### src/rtl/ex_muldiv_iter.sv
// Iterative unsigned multiply/divide unit for the execute stage.
// Shift-add multiply (LSB-first) and restoring divide (MSB-first) share one
// 2*DW-bit accumulator. Each operation takes DW cycles in RUN, then one DONE
// cycle in which Result is valid. Stall holds the EX/MEM register group.

module ex_muldiv_iter #(
    parameter int unsigned DW = 32
) (
    input  logic          Clk,
    input  logic          Rst,
    input  logic          Start,
    input  logic [1:0]    Op,
    input  logic [DW-1:0] A,
    input  logic [DW-1:0] B,
    input  logic          Flush,
    output logic          Busy,
    output logic          Stall,
    output logic          Done,
    output logic [DW-1:0] Result
);

    localparam int unsigned CntW = $clog2(DW + 1);

    typedef enum logic [1:0] {
        StIdle,
        StRun,
        StDone
    } state_e;

    state_e state_q, state_d;

    logic [CntW-1:0] cnt_q, cnt_d;
    logic [1:0]      op_q, op_d;
    // Multiplicand for MUL/MULHU, divisor for DIVU/REMU.
    logic [DW-1:0]   opnd_q, opnd_d;
    // Multiply: {partial product high, multiplier shifting out}.
    // Divide:   {partial remainder, dividend shifting out / quotient shifting in}.
    logic [2*DW-1:0] acc_q, acc_d;
    logic [DW-1:0]   result_q, result_d;

    logic            idle_or_done;
    logic            launch;
    logic            last_iter;

    logic [DW:0]     mul_sum;
    logic [2*DW-1:0] mul_next;
    logic [DW:0]     div_shift;
    logic            div_ge;
    logic [DW-1:0]   div_rem;
    logic [2*DW-1:0] div_next;
    logic [2*DW-1:0] acc_step;

    assign idle_or_done = (state_q == StIdle) || (state_q == StDone);
    assign launch       = idle_or_done && Start && !Flush;
    assign last_iter    = (state_q == StRun) && (cnt_q == CntW'(1));

    // State register with synchronous active-low reset.
    always_ff @(posedge Clk) begin
        if (!Rst) begin
            state_q <= StIdle;
        end else begin
            state_q <= state_d;
        end
    end

    // Next-state logic; Flush always returns to IDLE.
    always_comb begin
        state_d = state_q;
        unique case (state_q)
            StIdle: begin
                if (launch) state_d = StRun;
            end
            StRun: begin
                if (Flush)          state_d = StIdle;
                else if (last_iter) state_d = StDone;
            end
            StDone: begin
                if (launch) state_d = StRun;
                else        state_d = StIdle;
            end
            default: state_d = StIdle;
        endcase
    end

    // Moore status outputs plus the combinational stall request.
    always_comb begin
        Busy   = (state_q == StRun);
        Done   = (state_q == StDone);
        Stall  = Busy || (Start && idle_or_done && !Flush);
        Result = result_q;
    end

    // One iteration of either algorithm from the current accumulator.
    always_comb begin
        mul_sum   = {1'b0, acc_q[2*DW-1:DW]} + (acc_q[0] ? {1'b0, opnd_q} : '0);
        mul_next  = {mul_sum, acc_q[DW-1:1]};

        // Guard bit in div_shift keeps the trial compare exact.
        div_shift = acc_q[2*DW-1:DW-1];
        div_ge    = (div_shift >= {1'b0, opnd_q});
        // The true difference is below the divisor, so DW bits suffice.
        div_rem   = div_ge ? (div_shift[DW-1:0] - opnd_q) : div_shift[DW-1:0];
        div_next  = {div_rem, acc_q[DW-2:0], div_ge};

        acc_step  = op_q[1] ? div_next : mul_next;
    end

    // Datapath next-state: latch on launch, iterate in RUN, capture result on last step.
    always_comb begin
        cnt_d    = cnt_q;
        op_d     = op_q;
        opnd_d   = opnd_q;
        acc_d    = acc_q;
        result_d = result_q;
        if (launch) begin
            cnt_d  = CntW'(DW);
            op_d   = Op;
            opnd_d = Op[1] ? B : A;
            acc_d  = {{DW{1'b0}}, (Op[1] ? A : B)};
        end else if ((state_q == StRun) && !Flush) begin
            cnt_d = cnt_q - CntW'(1);
            acc_d = acc_step;
            if (last_iter) begin
                // Op[0] selects the high half: MULHU product high, REMU remainder.
                result_d = op_q[0] ? acc_step[2*DW-1:DW] : acc_step[DW-1:0];
            end
        end
    end

    // Datapath registers with synchronous active-low reset.
    always_ff @(posedge Clk) begin
        if (!Rst) begin
            cnt_q    <= '0;
            op_q     <= '0;
            opnd_q   <= '0;
            acc_q    <= '0;
            result_q <= '0;
        end else begin
            cnt_q    <= cnt_d;
            op_q     <= op_d;
            opnd_q   <= opnd_d;
            acc_q    <= acc_d;
            result_q <= result_d;
        end
    end

endmodule

### config.mk
export PLATFORM = sky130hd
export DESIGN_NAME = ex_muldiv_iter
export DESIGN_NICKNAME = d
export VERILOG_FILES = /design/src/rtl/ex_muldiv_iter.sv
export SDC_FILE = /design/constraint.sdc
export NUM_CORES = 1
export LEC_CHECK = 0
export CAP_MARGIN = 25
export CORE_ASPECT_RATIO = 0.5
export CORE_MARGIN = 1
export CORE_UTILIZATION = 50
export CTS_BUF_LIST = sky130_fd_sc_hd__clkbuf_4 sky130_fd_sc_hd__clkbuf_8
export DETAILED_ROUTE_END_ITERATION = 8
export PLACE_DENSITY_LB_ADDON = 0.2
export SLEW_MARGIN = 10
export SYNTH_ARGS = -nofsm -noshare
export SYNTH_HDL_FRONTEND = slang
export SYNTH_SLANG_ARGS = --single-unit
### constraint.sdc
create_clock -name Clk -period 7.81 [get_ports Clk]
set_clock_uncertainty 0.2 [all_clocks]
set_input_delay 2.343 -clock Clk [delete_from_list [all_inputs] [get_ports Clk]]
set_output_delay 2.343 -clock Clk [all_outputs]
set_load 0.01 [all_outputs]
==> metrics.csv <==
metric,value,unit
nNetsFinal,1578,
worst_setup_path_start_kind,input port,
num_vias,11000,
hp-class,flop to flop,
yosysWarnings,0,
drt-total-wl,37800,um
cts_setup_buffers,0,
netlist_instances,1396,
detail_route.first_pass.iterations,6,
grt_util_met3,11.4,%
grtUsageMet2,46.0,%
areaGrowthSynthToFinish,13.8,%
vias_per_cell,6.28,
clk_pin_slew,0.09,ns
final_common_cell,dfxtp_1,
p_leak,4.93,nW
fin_tns_setup,0,ns
grt_max_degree,80,
cp-end-kind,output pin,
cts_hold_buffers,0,
period_share,80.1,%
period_minus_slack,6.26,ns
grt_pass1_vias,10200,
cts-root-buf,clkbuf_8,
cts_sinks,138,
maxCapViolations,0,
drv_slew,0,
path_max_fanout,5,
peakVddDrop,0.000120,V
diodes,0,
status,"finished, final reports clean",
portBuffers,104,
max_slew_margin,29.2,%
drc_errors,0,
dp_hpwl,28600,um
async_flop_share,0,%
required,5.27,ns
h-tree-depth,4,
fp.dieW,211,um
core_area,21000,sq um
arrival,3.72,ns
final_util,59.4,%
grt_pass1_wl,58200,um
antenna_found_initial,0,
ys.flop_type,dfxtp_1,
seq_area_frac_synth,25.2,%
clock_latency,0.47,ns
cts_tree,done,
drive_above_1_share,7.51,%
wl_per_cell,21.7,um
synth.avg_cell_area,7.84,sq um
ios,105,
track_usage,34.2,%
cts_buffers,17,
std_cell_rows,37,
worst_slew_pin_slew,1.06,ns
drt-initial-drc-count,1352,
syn-cell-area,10900,sq um
fmax,160,MHz
setup_viol,0,
die_area,22500,sq um
fillers,1948,
use_met1,51.4,%
synth_edf_count,0,
gp_congestion,0.984,
synth.ff_latch_count,138,
final_cell_mix,"dfxtp_1, a21oi_1, nor2_1",
syn_nets,1534,
yosysUniqueCellTypes,79,
die_h,107,um
post-place-ws,1.57,ns
p_per_area,150,nW/um^2
rsz0062_at_grt,no,
busiest_layer,met1,
cts_max_path_buffers,2,
hold_viol_final,0,
grt_overflow,0,
fin_ws,1.55,ns
critPathKind,input port to output pin,
initial_utilization,52.2,%
cts_resized,0,
postRouteAntennaNets,0,
whs,0.284,ns
==> worst paths after layout <==
| path | startpoint | slack [ns] | cells past startpoint | endpoint |
|---|---|---|---|---|
| max | Flush | 1.55 | 5 | Stall |
| min | Result[29] | 0.28 | 2 | Result[29] |
| max reg2reg | opnd_q[12] | 3.33 | 11 | Result[16] |
| min reg2reg | Result[29] | 0.28 | 2 | Result[29] |
==> metrics by stage <==
step	area, sq um	total power [mW]	instances
final	12400	1.87	1744
after global routing	12400	1.95	1744
after CTS	12400	1.86	1743
after detailed placement	12100	1.26	1712
after global placement	12100	1.25	1712
after floorplan	10900	1.11	1396
==> area by class of cell <==
cell class | count | area [sq um] | share of cell area, %
timing repair buffer | 115 | 1120 | 9.01
multi-input combinational | 1119 | 7630 | 61.3
inverter | 49 | 184 | 1.48
sequential | 138 | 2770 | 22.2
clock buffer | 18 | 241 | 1.94
tap | 292 | 365 | 2.93
clock inverter | 13 | 144 | 1.16
==> registers in the layout, summed over array words and instances, names as in the netlist <==
signal and flops:
op_q 2, state_q 2, Result 32, acc_q 64, cnt_q 6, opnd_q 32
==> per-layer routing <==
layer | wire length (um) | vias to the layer above
met3 | 4800 | 44
met2 | 14600 | 472
met1 | 18000 | 5201
li1 | - | 5236
met5 | 0 | -
met4 | 410 | 0
==> worst max-delay path: stages <==
cell	delay, ns
clkdlybuf4s50_1	0.51
nor2_1	0.16
nand2_1	0.09
nand2_1	0.07
clkdlybuf4s50_1	0.54
==> cell usage after synthesis, types with 3 or more instances <==
master	instances	area, sq um
a21boi_0	6	45.0
or2_2	6	37.5
o21bai_1	9	67.6
xor2_1	18	158
o211ai_1	34	255
o211a_1	5	50.1
o221ai_1	4	35.0
o2111ai_1	4	35.0
buf_1	12	45.0
a211oi_1	46	345
nand2b_1	8	50.1
xnor2_1	29	254
a311o_1	5	50.1
o21a_1	22	165
or4_1	5	37.5
and3_1	12	75.1
mux2i_1	83	831
a2111oi_2	3	45.0
buf_6	5	56.3
buf_2	4	20.0
dfxtp_1	138	2760
nor2b_1	14	87.6
nor4_1	6	37.5
a31oi_1	14	87.6
a21oi_1	134	671
o21ai_1	4	20.0
nand2_1	109	409
nand4_1	10	62.6
clkbuf_1	69	259
a211o_1	11	96.3
mux2_2	28	315
a31o_2	7	61.3
nor2_1	129	484
ha_1	66	826
or3_1	12	75.1
a21o_1	22	165
o21ai_0	55	275
and2_1	41	257
mux2_4	3	45.0
o22ai_1	24	150
nor3b_1	3	22.5
inv_1	47	176
o31ai_1	8	60.1
nand3_1	37	185
nor3_1	41	205
==> cell families (layout without fill, tap and decap cells) <==
| group | Yosys count | in the layout | share of synthesized area (%) |
|---|---|---|---|
| simple gates | 439 | 439 | 19.1 |
| mux | 115 | 115 | 11.1 |
| buf+inv | 139 | 195 | 5.16 |
| compound gates | 450 | 450 | 27.8 |
| flops | 138 | 138 | 25.2 |
| xor+xnor | 47 | 47 | 3.76 |
| fa+ha+maj | 68 | 68 | 7.91 |
==> power breakdown <==
group	internal, mW	leakage, nW	switching, mW
logic	0.199	3.61	0.282
registers	0.732	1.12	0.0447
clock network	0.289	0.191	0.325
Note: power is estimated with default switching activity, not from simulation.
